### src/rtl/uart_pkg.sv
// Shared types and character constants for the UART transmit scheduler.
package uart_pkg;

  typedef enum logic [1:0] {
    IDLE = 2'd0,
    WORD = 2'd1,
    BYTE = 2'd2
  } state_t;

  localparam logic [7:0] ASCII_CR    = 8'h0D;
  localparam logic [7:0] ASCII_LF    = 8'h0A;
  localparam logic [7:0] ASCII_DIGIT = 8'h30;
  // 'A' - 10, so nibble 0xA lands on 'A'
  localparam logic [7:0] ASCII_ALPHA = 8'h37;

endpackage

### src/rtl/hex_to_ascii.sv
// Combinational nibble to uppercase hex ASCII character.
module hex_to_ascii
  import uart_pkg::*;
(
  input  logic [3:0] i_nib,
  output logic [7:0] o_ascii
);

  always_comb begin
    if (i_nib < 4'hA) o_ascii = ASCII_DIGIT + {4'h0, i_nib};
    else              o_ascii = ASCII_ALPHA + {4'h0, i_nib};
  end

endmodule

### src/rtl/uart_tx_sched.sv
// Arbitrates word-print and raw-byte requests and streams the resulting
// characters to a ready/valid UART byte transmitter.
module uart_tx_sched
  import uart_pkg::*;
#(
  parameter int CRLF = 1
) (
  input  logic        clk,
  input  logic        rstn,
  input  logic        wreq,
  input  logic [31:0] wdata,
  output logic        wack,
  input  logic        breq,
  input  logic [7:0]  bdata,
  output logic        back,
  output logic        tx_vld,
  output logic [7:0]  tx_data,
  input  logic        tx_rdy,
  output logic        busy
);

  localparam logic [3:0] LAST_IDX = (CRLF != 0) ? 4'd9 : 4'd7;

  state_t      r_state, w_state_nxt;
  logic [3:0]  r_idx, w_idx_nxt;
  logic [31:0] r_word, w_word_nxt;
  logic [7:0]  r_byte, w_byte_nxt;
  logic        r_last_byte, w_last_byte_nxt;
  logic        r_tx_vld, w_tx_vld_nxt;
  logic [7:0]  r_tx_data, w_tx_data_nxt;
  logic        r_wack, w_wack_nxt;
  logic        r_back, w_back_nxt;
  logic        r_busy, w_busy_nxt;

  logic        w_xfer;
  logic [3:0]  w_idx_inc;
  logic [3:0]  w_nib;
  logic [7:0]  w_ascii;
  logic [7:0]  w_char_nxt;

  assign w_xfer    = r_tx_vld & tx_rdy;
  assign w_idx_inc = r_idx + 4'd1;

  // In IDLE the first nibble comes straight from wdata so it can be
  // presented in the grant cycle; afterwards it is picked from the
  // captured word, MSB nibble first.
  always_comb begin
    if (r_state == IDLE) w_nib = wdata[31:28];
    else                 w_nib = r_word[{~w_idx_inc[2:0], 2'b00} +: 4];
  end

  hex_to_ascii u_hex (
    .i_nib   (w_nib),
    .o_ascii (w_ascii)
  );

  always_comb begin
    if      (w_idx_inc == 4'd8) w_char_nxt = ASCII_CR;
    else if (w_idx_inc == 4'd9) w_char_nxt = ASCII_LF;
    else                        w_char_nxt = w_ascii;
  end

  always_comb begin
    w_state_nxt     = r_state;
    w_idx_nxt       = r_idx;
    w_word_nxt      = r_word;
    w_byte_nxt      = r_byte;
    w_last_byte_nxt = r_last_byte;
    w_tx_vld_nxt    = r_tx_vld;
    w_tx_data_nxt   = r_tx_data;
    w_wack_nxt      = 1'b0;
    w_back_nxt      = 1'b0;
    w_busy_nxt      = r_busy;
    case (r_state)
      IDLE: begin
        // On a tie the side not served last wins
        if (wreq && (!breq || r_last_byte)) begin
          w_state_nxt     = WORD;
          w_word_nxt      = wdata;
          w_idx_nxt       = 4'd0;
          w_last_byte_nxt = 1'b0;
          w_wack_nxt      = 1'b1;
          w_tx_vld_nxt    = 1'b1;
          w_tx_data_nxt   = w_ascii;
          w_busy_nxt      = 1'b1;
        end else if (breq) begin
          w_state_nxt     = BYTE;
          w_byte_nxt      = bdata;
          w_idx_nxt       = 4'd0;
          w_last_byte_nxt = 1'b1;
          w_back_nxt      = 1'b1;
          w_tx_vld_nxt    = 1'b1;
          w_tx_data_nxt   = bdata;
          w_busy_nxt      = 1'b1;
        end
      end
      WORD: begin
        if (w_xfer) begin
          if (r_idx == LAST_IDX) begin
            w_state_nxt  = IDLE;
            w_tx_vld_nxt = 1'b0;
            w_busy_nxt   = 1'b0;
          end else begin
            w_idx_nxt     = w_idx_inc;
            w_tx_data_nxt = w_char_nxt;
          end
        end
      end
      BYTE: begin
        w_tx_data_nxt = r_byte;
        if (w_xfer) begin
          w_state_nxt  = IDLE;
          w_tx_vld_nxt = 1'b0;
          w_busy_nxt   = 1'b0;
        end
      end
      default: begin
        w_state_nxt  = IDLE;
        w_tx_vld_nxt = 1'b0;
        w_busy_nxt   = 1'b0;
      end
    endcase
  end

  always_ff @(posedge clk or negedge rstn) begin
    if (!rstn) begin
      r_state     <= IDLE;
      r_idx       <= 4'd0;
      r_word      <= 32'h0;
      r_byte      <= 8'h0;
      r_last_byte <= 1'b1;
      r_tx_vld    <= 1'b0;
      r_tx_data   <= 8'h0;
      r_wack      <= 1'b0;
      r_back      <= 1'b0;
      r_busy      <= 1'b0;
    end else begin
      r_state     <= w_state_nxt;
      r_idx       <= w_idx_nxt;
      r_word      <= w_word_nxt;
      r_byte      <= w_byte_nxt;
      r_last_byte <= w_last_byte_nxt;
      r_tx_vld    <= w_tx_vld_nxt;
      r_tx_data   <= w_tx_data_nxt;
      r_wack      <= w_wack_nxt;
      r_back      <= w_back_nxt;
      r_busy      <= w_busy_nxt;
    end
  end

  assign wack    = r_wack;
  assign back    = r_back;
  assign tx_vld  = r_tx_vld;
  assign tx_data = r_tx_data;
  assign busy    = r_busy;

endmodule

### config.mk
export PLATFORM = sky130hd
export DESIGN_NAME = uart_tx_sched
export DESIGN_NICKNAME = d
export VERILOG_FILES = /design/src/rtl/uart_pkg.sv /design/src/rtl/hex_to_ascii.sv /design/src/rtl/uart_tx_sched.sv
export SDC_FILE = /design/constraint.sdc
export NUM_CORES = 1
export LEC_CHECK = 0
export BUFFER_PORTS_ARGS = -buffer_cell sky130_fd_sc_hd__buf_4
export CORE_MARGIN = 2
export CORE_UTILIZATION = 40
export DETAILED_ROUTE_END_ITERATION = 7
export GPL_ROUTABILITY_DRIVEN = 0
export GPL_TIMING_DRIVEN = 0
export SLEW_MARGIN = 20
export SYNTH_ARGS = -nofsm -noshare
export SYNTH_HDL_FRONTEND = slang
export SYNTH_SLANG_ARGS = --single-unit
### constraint.sdc
create_clock -name clk -period 8.8 [get_ports clk]
set_input_delay 0.44 -clock clk [delete_from_list [all_inputs] [get_ports clk]]
set_output_delay 0.44 -clock clk [all_outputs]
set_load 0.005 [all_outputs]
==> results by group <==
Synthesis
  • Syn nets: roughly 390
  • Synthesized instance count: roughly 330
  • Mapped Area: just over 3000 um^2
  • Synth Register Bits: 58
  • Ys async rst share: 100%
  • Top_reg_cell synth: dfrtp_1
  • Seq/Total Area, Yosys: between 40% and 50%
  • Number of library cell types mapped by synthesis: 52
  • Yosys warns: 0
  • Post-synth EDFFs: 0
  • Syn avg cell area: between 9 and 10 um^2

Clock network
  • Max Root-Sink Buffers: 2
  • Maximum level of the CTS H-tree: 3
  • Clk sink count: 58
  • CTS root buf: clkbuf_8
  • Post-CTS sizing: 0
  • Post-CTS Setup Bufs: 0
  • TritonCTS Buffers: 9
  • Clock slew at reported path FFs: about 70 ps
  • Hold Buf Count CTS: 0
  • CTS tree: yes
  • Later-pin clock latency in the skew report: roughly 340 ps

STA
  • FMAX: 0.293 GHz
  • Slew @ Worst Pin: ~720 ps
  • Final hold viol count: 0
  • Setup slack after layout: roughly 5400 ps
  • Post-Route Skew: roughly 11 ps
  • Slew Viols, Final: 0
  • Tcrit/Tclk final: 38.7%
  • Max transition margin: around 52%
  • Final setup violation count: 0
  • Sum Neg Setup Slack: 0 ps
  • Worst hold margin: 151 ps
  • Minimum clock period: 3410 ps
  • RSZ-0062 raised after global routing: false

Placement
  • Post-Place Worst Slack: around 5400 ps
  • Buffers on Ports: 56
  • Placed inst area: 3590 um^2
  • Post-DP HPWL: approximately 5100 um

Power
  • Clk pwr share: a little under a fifth
  • Comb pwr share: 47.4%
  • Final total power: about 1.4 mW
  • Cell Int Power: about 0.84 mW
  • Sequential share of power: between 30% and 40%
  • PwrDens: between 300 and 400 nW/um^2
  • Switching power: between 0.5 and 0.6 mW
  • Switching Share: 38.8%
  • Worst VDD drop: 0.000141 V
  • Pleak: about 1.9 nW

Route
  • Routed vias: between 2k and 3k
  • Final wirelength: 7010 um
  • Final ANT Viol Nets: 0
  • Wire length per cell: ~14 um
  • TritonRoute pass-1 iters: 4
  • First-iteration detailed-routing DRC count: approximately 100
  • Drt drc: 0
  • Vias per inst: roughly 5

Global route
  • Pin count of the biggest net entering global routing: just under 60
  • Antenna violations before repair: 0
  • Global-route wire length before repair: between 10000 and 15000 um
  • GRT Total Usage: between 10% and 20%
  • Congestion Overflow GR: 0
  • Vias in the first global route: between 2k and 3k

Cells and area
  • Commonest non-fill, non-tap cells in the layout: nand2_1, buf_4, dfrtp_1
  • Fillcell total: 718
  • Layout area overhead: 24.3%
  • Commonest non-fill, non-tap cell in the layout: nand2_1
  • Sequential Area: roughly 1500 um^2
  • Final Cell Area: 3790 um^2
  • # nets final: between 400 and 500
  • Fraction of layout cells with a size suffix above 1: 24.3%
  • Area of the multi-input gates: between 1000 and 1500 um^2
  • N_diodes: 0

Worst setup path
  • CP Launch Type: flop
  • Crit end category: flop
  • Critical path class: flop to flop
  • CP Max Fanout: 10
  • Crit path max-delay cell type: dfrtp_1
  • Most common cell on crit path: a21oi_1
  • Critical Path RT: ~9000 ps
  • CP arrival: around 3600 ps
  • Worst path max stage delay: 460 ps
  • CP cell instances: buf_6 -> buf_2 -> inv_1 -> ha_1 -> clkbuf_1 -> mux4_2 -> nand2_1 -> a21oi_1 -> a21oi_1 -> ha_1 -> nand2_1 -> mux2_2 -> a21oi_1 -> o22ai_1

Floorplan
  • # rows: 31
  • Die Y: a little over 90 um
  • Top Ports: between 50 and 60
  • Core ar.: about 7300 um^2
  • Die X-Extent: 91.3 um
  • Die area: approximately 8300 um^2
  • Initial core utilization: 41.6%

Worst hold path
  • Type of the worst min-delay path: input port to async pin

Outcome
  • Outcome: completed

Run
  • Max Cap Viol: 0
routing by layer:
metal / wire length [um] / track usage [%] / vias to the layer above / share of wire [%]
met5: 0 / 0 / - / 0
met4: 138 / 5.93 / 0 / 2.0
met3: 304 / 6.89 / 12 / 4.3
met2: 3280 / 29.9 / 54 / 47
met1: 3290 / 24.0 / 1185 / 47
li1: - / - / 1261 / -
area by class of cell:
type | count | share of cell area, %
multi-input combinational | 248 | 39.1
sequential | 58 | 38.3
timing repair buffer | 56 | 11.1
clock buffer | 14 | 4.29
tap | 99 | 3.27
buffer | 17 | 2.08
clock inverter | 2 | 0.924
inverter | 9 | 0.891
synthesized netlist by cell type, types with 2 or more instances:
cell type	number	share of area (%)
xnor2_1	2	0.57
o211ai_1	2	0.49
o21ai_1	2	0.33
buf_2	3	0.49
and3_1	2	0.41
a31oi_1	4	0.82
a22oi_1	4	0.99
nand3_1	2	0.33
mux4_2	4	3.0
nor2_1	21	2.6
dfrtp_1	57	47
and2_1	5	1.0
mux2_4	2	0.99
xor2_1	2	0.57
nand2_1	115	14
inv_1	8	0.99
ha_1	8	3.3
a22o_1	2	0.57
o21ai_0	16	2.6
o21a_1	2	0.49
o22ai_1	2	0.41
mux2i_1	5	1.6
nor2b_1	2	0.41
a2111oi_0	2	0.57
mux2_2	11	4.1
clkbuf_1	12	1.5
a21oi_1	10	1.6
registers in the layout (all words and copies together), names as in the netlist:
register / cells
busy: 1
tx_data: 8
wack: 1
r_idx: 4
back: 1
r_word: 32
r_last_byte: 1
r_byte: 8
r_state: 2
cells by family (layout without fill, tap and decap cells):
logic type | after synthesis | count (layout) | share of synthesized area (%)
xor+xnor | 4 | 4 | 1.15
flops | 58 | 58 | 47.7
buf+inv | 26 | 98 | 3.69
compound gates | 58 | 58 | 12.7
fa+ha+maj | 8 | 8 | 3.28
simple gates | 153 | 153 | 20.2
mux | 25 | 25 | 11.3
path summary, 6_finish.rpt:
kind / start / endpoint / slack (ps) / depth (start not counted)
setup / recovery: r_idx[0]$_DFFE_PN0P_ / tx_data[2]$_DFFE_PN0P_ / 5390 / 14
hold / removal: rstn / r_state[1]$_DFFE_PN0P_ / 150 / 1
setup reg to reg: r_idx[0]$_DFFE_PN0P_ / tx_data[2]$_DFFE_PN0P_ / 5390 / 14
hold reg to reg: r_word[9]$_DFFE_PN0P_ / r_word[9]$_DFFE_PN0P_ / 470 / 2
max in group asynchronous: rstn / r_byte[1]$_DFFE_PN0P_ / 8170 / 1
min in group clk: wreq / r_last_byte$_DFFE_PN1P_ / 280 / 2
through the flow:
stage / util (%) / instances
2_1_floorplan: - / 332
3_3_place_gp: 49.0 / 487
3_5_place_dp: 49.0 / 487
4_1_cts: 51.7 / 503
5_1_grt: 51.7 / 503
6_report: 51.7 / 503
power groups by stage:
stage / sequential [mW] / combinational, mW / clock (mW)
2_1_floorplan: 0.452 / 0.475 / 0
3_3_place_gp: 0.467 / 0.642 / 0
3_5_place_dp: 0.473 / 0.649 / 0
4_1_cts: 0.469 / 0.654 / 0.256
5_1_grt: 0.484 / 0.730 / 0.270
6_report: 0.468 / 0.646 / 0.250
worst max-delay path, delay by kind of cell (launching register included):
| kind | cells | cell delay (ps) |
|---|---|---|
| muxes | 2 | 690 |
| DFF | 1 | 460 |
| buffers and inverters | 4 | 890 |
| and+or+nand+nor | 2 | 140 |
| adders and majority gates | 2 | 500 |
| AOI/OAI and AO/OA | 4 | 610 |
Power figures use the tool's default switching activity.
